`src/rtl/uart_frame_rx.sv`:
```
// 8N1 UART receiver with sync-byte framing: hunts for SYNC_BYTE, then emits a
// start pulse and FRAME_LEN payload beats, aborting on stop-bit errors or idle timeout.
module uart_frame_rx #(
  parameter int         CLKS_PER_BIT = 868,
  parameter int         FRAME_LEN    = 32,
  parameter logic [7:0] SYNC_BYTE    = 8'hA5,
  parameter int         IDLE_TIMEOUT = 20
) (
  input  logic       clk,
  input  logic       rst,
  input  logic       uart_rx,
  output logic       start,
  output logic [7:0] rx_data,
  output logic       rx_valid,
  output logic       frame_err,
  output logic       busy
);

  localparam int HALF_BIT    = CLKS_PER_BIT / 2;
  localparam int TIMEOUT_CYC = IDLE_TIMEOUT * CLKS_PER_BIT;
  localparam int CLK_W       = $clog2(CLKS_PER_BIT);
  localparam int IDLE_W      = $clog2(TIMEOUT_CYC + 1);
  localparam int BEAT_W      = (FRAME_LEN > 1) ? $clog2(FRAME_LEN) : 1;

  localparam logic [1:0] B_IDLE  = 2'd0;
  localparam logic [1:0] B_START = 2'd1;
  localparam logic [1:0] B_DATA  = 2'd2;
  localparam logic [1:0] B_STOP  = 2'd3;

  localparam logic [0:0] F_HUNT    = 1'b0;
  localparam logic [0:0] F_PAYLOAD = 1'b1;

  logic [1:0]        sync_reg;
  logic              rx_sync;

  logic [1:0]        bit_state_reg, bit_state_next;
  logic [CLK_W-1:0]  clk_cnt_reg, clk_cnt_next;
  logic [2:0]        bit_idx_reg, bit_idx_next;
  logic [7:0]        data_sr_reg, data_sr_next;
  logic              start_det;
  logic              byte_ok;
  logic              stop_err;

  logic [IDLE_W-1:0] idle_cnt_reg, idle_cnt_next;
  logic              timeout_hit;

  logic [0:0]        frame_state_reg, frame_state_next;
  logic [BEAT_W-1:0] beat_cnt_reg, beat_cnt_next;
  logic              start_reg, start_next;
  logic              rx_valid_reg, rx_valid_next;
  logic              frame_err_reg, frame_err_next;
  logic [7:0]        rx_data_reg, rx_data_next;

  assign rx_sync = sync_reg[1];

  // Bit-level receiver: one sample per bit, taken mid-bit after the half-bit start check.
  always_comb begin
    bit_state_next = bit_state_reg;
    clk_cnt_next   = clk_cnt_reg;
    bit_idx_next   = bit_idx_reg;
    data_sr_next   = data_sr_reg;
    start_det      = 1'b0;
    byte_ok        = 1'b0;
    stop_err       = 1'b0;
    case (bit_state_reg)
      B_IDLE: begin
        if (!rx_sync) begin
          start_det      = 1'b1;
          bit_state_next = B_START;
          clk_cnt_next   = '0;
          bit_idx_next   = '0;
        end
      end
      B_START: begin
        if (clk_cnt_reg == CLK_W'(HALF_BIT - 1)) begin
          clk_cnt_next   = '0;
          bit_state_next = rx_sync ? B_IDLE : B_DATA;
        end else begin
          clk_cnt_next = clk_cnt_reg + 1'b1;
        end
      end
      B_DATA: begin
        if (clk_cnt_reg == CLK_W'(CLKS_PER_BIT - 1)) begin
          clk_cnt_next = '0;
          data_sr_next = {rx_sync, data_sr_reg[7:1]};
          bit_idx_next = bit_idx_reg + 3'd1;
          if (bit_idx_reg == 3'd7) begin
            bit_state_next = B_STOP;
          end
        end else begin
          clk_cnt_next = clk_cnt_reg + 1'b1;
        end
      end
      B_STOP: begin
        if (clk_cnt_reg == CLK_W'(CLKS_PER_BIT - 1)) begin
          clk_cnt_next   = '0;
          bit_state_next = B_IDLE;
          if (rx_sync) begin
            byte_ok = 1'b1;
          end else begin
            stop_err = 1'b1;
          end
        end else begin
          clk_cnt_next = clk_cnt_reg + 1'b1;
        end
      end
      default: begin
        bit_state_next = B_IDLE;
      end
    endcase
  end

  // Idle counter saturates so it cannot wrap while hunting; a start bit always wins over expiry.
  always_comb begin
    idle_cnt_next = idle_cnt_reg;
    if (bit_state_reg != B_IDLE || start_det) begin
      idle_cnt_next = '0;
    end else if (idle_cnt_reg != IDLE_W'(TIMEOUT_CYC)) begin
      idle_cnt_next = idle_cnt_reg + 1'b1;
    end
  end

  assign timeout_hit = (frame_state_reg == F_PAYLOAD) && (bit_state_reg == B_IDLE) &&
                       !start_det && (idle_cnt_reg == IDLE_W'(TIMEOUT_CYC - 1));

  always_comb begin
    frame_state_next = frame_state_reg;
    beat_cnt_next    = beat_cnt_reg;
    start_next       = 1'b0;
    rx_valid_next    = 1'b0;
    frame_err_next   = 1'b0;
    rx_data_next     = rx_data_reg;
    case (frame_state_reg)
      F_HUNT: begin
        if (byte_ok && data_sr_reg == SYNC_BYTE) begin
          start_next       = 1'b1;
          beat_cnt_next    = '0;
          frame_state_next = F_PAYLOAD;
        end
      end
      F_PAYLOAD: begin
        if (byte_ok) begin
          rx_valid_next = 1'b1;
          rx_data_next  = data_sr_reg;
          // Leave on the final beat instead of incrementing, so the count never wraps.
          if (beat_cnt_reg == BEAT_W'(FRAME_LEN - 1)) begin
            frame_state_next = F_HUNT;
          end else begin
            beat_cnt_next = beat_cnt_reg + 1'b1;
          end
        end else if (stop_err || timeout_hit) begin
          frame_err_next   = 1'b1;
          frame_state_next = F_HUNT;
        end
      end
      default: begin
        frame_state_next = F_HUNT;
      end
    endcase
  end

  always_ff @(posedge clk) begin
    if (rst) begin
      sync_reg        <= 2'b11;
      bit_state_reg   <= B_IDLE;
      clk_cnt_reg     <= '0;
      bit_idx_reg     <= '0;
      data_sr_reg     <= '0;
      idle_cnt_reg    <= '0;
      frame_state_reg <= F_HUNT;
      beat_cnt_reg    <= '0;
      start_reg       <= 1'b0;
      rx_valid_reg    <= 1'b0;
      frame_err_reg   <= 1'b0;
      rx_data_reg     <= '0;
    end else begin
      sync_reg        <= {sync_reg[0], uart_rx};
      bit_state_reg   <= bit_state_next;
      clk_cnt_reg     <= clk_cnt_next;
      bit_idx_reg     <= bit_idx_next;
      data_sr_reg     <= data_sr_next;
      idle_cnt_reg    <= idle_cnt_next;
      frame_state_reg <= frame_state_next;
      beat_cnt_reg    <= beat_cnt_next;
      start_reg       <= start_next;
      rx_valid_reg    <= rx_valid_next;
      frame_err_reg   <= frame_err_next;
      rx_data_reg     <= rx_data_next;
    end
  end

  assign start     = start_reg;
  assign rx_valid  = rx_valid_reg;
  assign frame_err = frame_err_reg;
  assign rx_data   = rx_data_reg;
  assign busy      = (frame_state_reg == F_PAYLOAD);

endmodule

```
`config.mk`:
```
export PLATFORM = sky130hd
export DESIGN_NAME = uart_frame_rx
export DESIGN_NICKNAME = d
export VERILOG_FILES = /design/src/rtl/uart_frame_rx.sv
export SDC_FILE = /design/constraint.sdc
export NUM_CORES = 1
export LEC_CHECK = 0
export CAP_MARGIN = 20
export CORE_MARGIN = 5
export CORE_UTILIZATION = 50
export CTS_CLUSTER_DIAMETER = 80
export DETAILED_ROUTE_END_ITERATION = 12
export PLACE_DENSITY_LB_ADDON = 0.3
export SETUP_SLACK_MARGIN = 0.1
export SLEW_MARGIN = 10
export SYNTH_ARGS = -nofsm -noshare
export SYNTH_HDL_FRONTEND = slang
export SYNTH_SLANG_ARGS = --single-unit
```
`constraint.sdc`:
```
create_clock -name clk -period 2.5 [get_ports clk]
set_input_delay 0.25 -clock clk [delete_from_list [all_inputs] [get_ports clk]]
set_output_delay 0.25 -clock clk [all_outputs]
set_load 0.02 [all_outputs]
```
==> results of run 1 <==
-- power groups by stage --
| stage | combinational [W] | clock (W) | sequential [W] |
|---|---|---|---|
| 3_3_place_gp | 0.0000490 | 0 | 0.000943 |
| 5_1_grt | 0.0000557 | 0.00104 | 0.000924 |
| 2_1_floorplan | 0.0000356 | 0 | 0.000942 |
| 3_5_place_dp | 0.0000494 | 0 | 0.000944 |
| 4_1_cts | 0.0000497 | 0.00100 | 0.000923 |
| 6_report | 0.0000498 | 0.000989 | 0.000923 |
-- cells in the mapped netlist, types with 4 or more instances --
cell type and n:
inv_1 9, dfxtp_1 57, o22ai_1 6, nor2_1 25, nand2_1 26, or4_1 7, xnor2_1 6, o21ai_0 17
or3_1 5, nand3_1 17, ha_1 8, xor2_1 6, and2_1 4, nor3_1 9, nor4_1 4, and3_1 4
mux2i_1 10, nand4_1 4, clkbuf_1 9, a21oi_1 22, nand2b_1 9
-- stage by stage --
stage	total power (W)	utilization, %
after floorplan	0.0009772	-
after global placement	0.0009922	56.51
after detailed placement	0.0009929	56.51
after CTS	0.001977	60.91
after global routing	0.002023	60.91
final	0.001962	60.91
-- routing by layer --
| metal | part of all wire [%] | track usage [%] |
|---|---|---|
| met2 | 46 | 27.48 |
| met5 | 0 | 0 |
| met3 | 4.5 | 3.455 |
| met4 | 2.0 | 8.918 |
| met1 | 48 | 21.77 |
-- cell families (layout without fill, tap and decap cells) --
group                    count (synthesis)  count (layout)  synth area share, %
flip-flops                              57              57                41.83
buffers and inverters                   22              46                3.670
multiplexers                            10              10                3.670
adder cells (fa/ha/maj)                  8               8                3.670
AO/OA/AOI/OAI                           65              65                14.68
XOR/XNOR                                12              12                3.853
AND/OR/NAND/NOR                        137             137                28.62
-- cells in the final DEF, fill, tap and decap left out, types with 3 or more instances in the layout --
cell type	instances
a21oi_1	22
and2_1	4
and3_1	4
buf_4	7
clkbuf_8	11
clkdlybuf4s50_1	14
dfxtp_1	57
ha_1	8
inv_1	9
mux2i_1	10
nand2_1	26
nand2b_1	9
nand3_1	17
nand3b_1	3
nand4_1	4
nand4b_1	3
nor2_1	25
nor2b_1	3
nor3_1	9
nor4_1	4
o21ai_0	17
o22ai_1	6
o31ai_1	3
or3_1	5
or4_1	7
xnor2_1	6
xor2_1	6
-- cell type report --
| cell class | instances | area [um2] |
|---|---|---|
| clock buffers | 11 | 151.4 |
| clock inverters | 5 | 77.57 |
| fillers | 480 | 2034 |
| inverters | 9 | 33.78 |
| multi-input cells | 232 | 1486 |
| flip-flops and latches | 57 | 1141 |
| well taps | 70 | 87.58 |
| repair buffers | 21 | 192.7 |
-- final timing paths --
check,to,cells past startpoint,slack [ns],start
worst max-delay path,data_sr_reg[6],6,0.37,clk_cnt_reg[0]
worst min register to register,sync_reg[1],1,0.41,sync_reg[0]
worst min-delay path,sync_reg[1],1,0.41,sync_reg[0]
worst max register to register,data_sr_reg[6],6,0.37,clk_cnt_reg[0]
==> metrics, run 1 <==
Slew @ Worst Pin approximately 0.57 ns; crit share post-route 85.03%; Detail Route Antenna Nets 0; clk buf depth 2; via count approximately 2,300; Buffers & Inverters on Critical Path 1; Mapped Nets ~320; Post-Layout Cell Count between 400 and 500; Routed WL around 5700 um; Gate power share 2.5%; layout cell share with drive strength beyond 1 around 9%; vias in the first global route approximately 2,200; CTS Hold Bufs 0; clock network fraction of total power between 50% and 60%; # rows 26; area growth from synthesis to layout 16.24%; largest net degree at the start of global routing 25; min setup slack post-route approximately 0.37 ns; Vias/cell 5.632; Crit path required time between 2 and 3 ns; internal power around 0.0015 W; Setup WS pre-CTS around 0.4 ns; Worst VDD drop 300.6 uV; Synth top area share 41.83%; Detailed Place HPWL 3931 um; Cell variety after synth 50; DRT iter0 DRCs roughly 110; sequential share of power about 47%; max cap viols 0; NumNets Final roughly 340; DP Cell Count 389; Critical Path Sink Type register; slowest stage delay, CP between 0.5 and 0.6 ns; GPL Wtd Cong approximately 0.77; die height between 80 and 90 um; post-synthesis cell area between 0.002 and 0.003 mm2; Final Cell Area between 0.003 and 0.004 mm2; FMAX ~470 MHz; Synth async-reset ratio 0%; DR WL/cell about 14 um; worst hold path type reg -> reg; gr ovfl total 0; Post-CTS Resized 0; count of input and output buffers 14; skew final between 0.009 and 0.01 ns; core area between 0.005 and 0.006 mm2; worst skew pair latency ~0.34 ns; top cell type by total area after synthesis dfxtp_1; Sink Count 57; Net Sw Frac a little over a fifth; CTS Buf Count 9; sequential-to-total area share from yosys stat roughly two fifths; setup TNS 0 ns; Post-CTS Setup Inserts 0; max reg flops 15; crit path cell chain ha_1 > or4bb_1 > nor4_4 > buf_4 > mux2i_1 > nor2_1; ys flop type dfxtp_1; n_diodes 0; GRT Total Usage between 15 and 20%; synthesis warning total 0; Syn Area/Cell approximately 9 um2; Die Wd between 80 and 90 um; Clock Root Buffer clkbuf_8; Worst Setup Path Type reg -> reg; number of enable flip-flop cells after synthesis 0; first drt pass iteration count 4; CP max-delay cell or4bb_1; initial antenna violation count 0; Initial Utilization 52.40%; Top delay family on crit path simple AND/OR/NAND/NOR gates; total die area 0.007033 mm2; register bit total from synthesis between 50 and 60; max-slew violation count 0; worst hold slack 0.4089 ns; Data arrival, critical path around 2.4 ns; pwr dens about 620 mW/mm2; clk slew on worst S/H paths 0.07 ns; # IOs 15; first-pass GRT wire length about 10,000 um; critical path startpoint category register; placed inst area just under 0.003 mm2; Post-Synthesis Cells approximately 310; Leakage between 1 and 1.5 nW; Synth area leaders dfxtp_1, a21oi_1, ha_1; final setup fails 0; htree depth 3; RSZ-0062 raised after global routing no; switching power approximately 0.00042 W; Final Hold Fails 0; largest driver fanout on the critical path 13; status completed; # DRC 0; Max transition margin a little over 60%; CTS tree yes; Final min period ~2.1 ns
Power figures use the tool's default switching activity.
==> inputs of run 2 (changes only) <==
--- a/config.mk
+++ b/config.mk
@@ -16,3 +16,4 @@
 export SYNTH_ARGS = -nofsm -noshare
 export SYNTH_HDL_FRONTEND = slang
 export SYNTH_SLANG_ARGS = --single-unit
+export TNS_END_PERCENT = 30
==> results of run 2 <==
Final layout, timing and power as in run 1 (identical DEF).
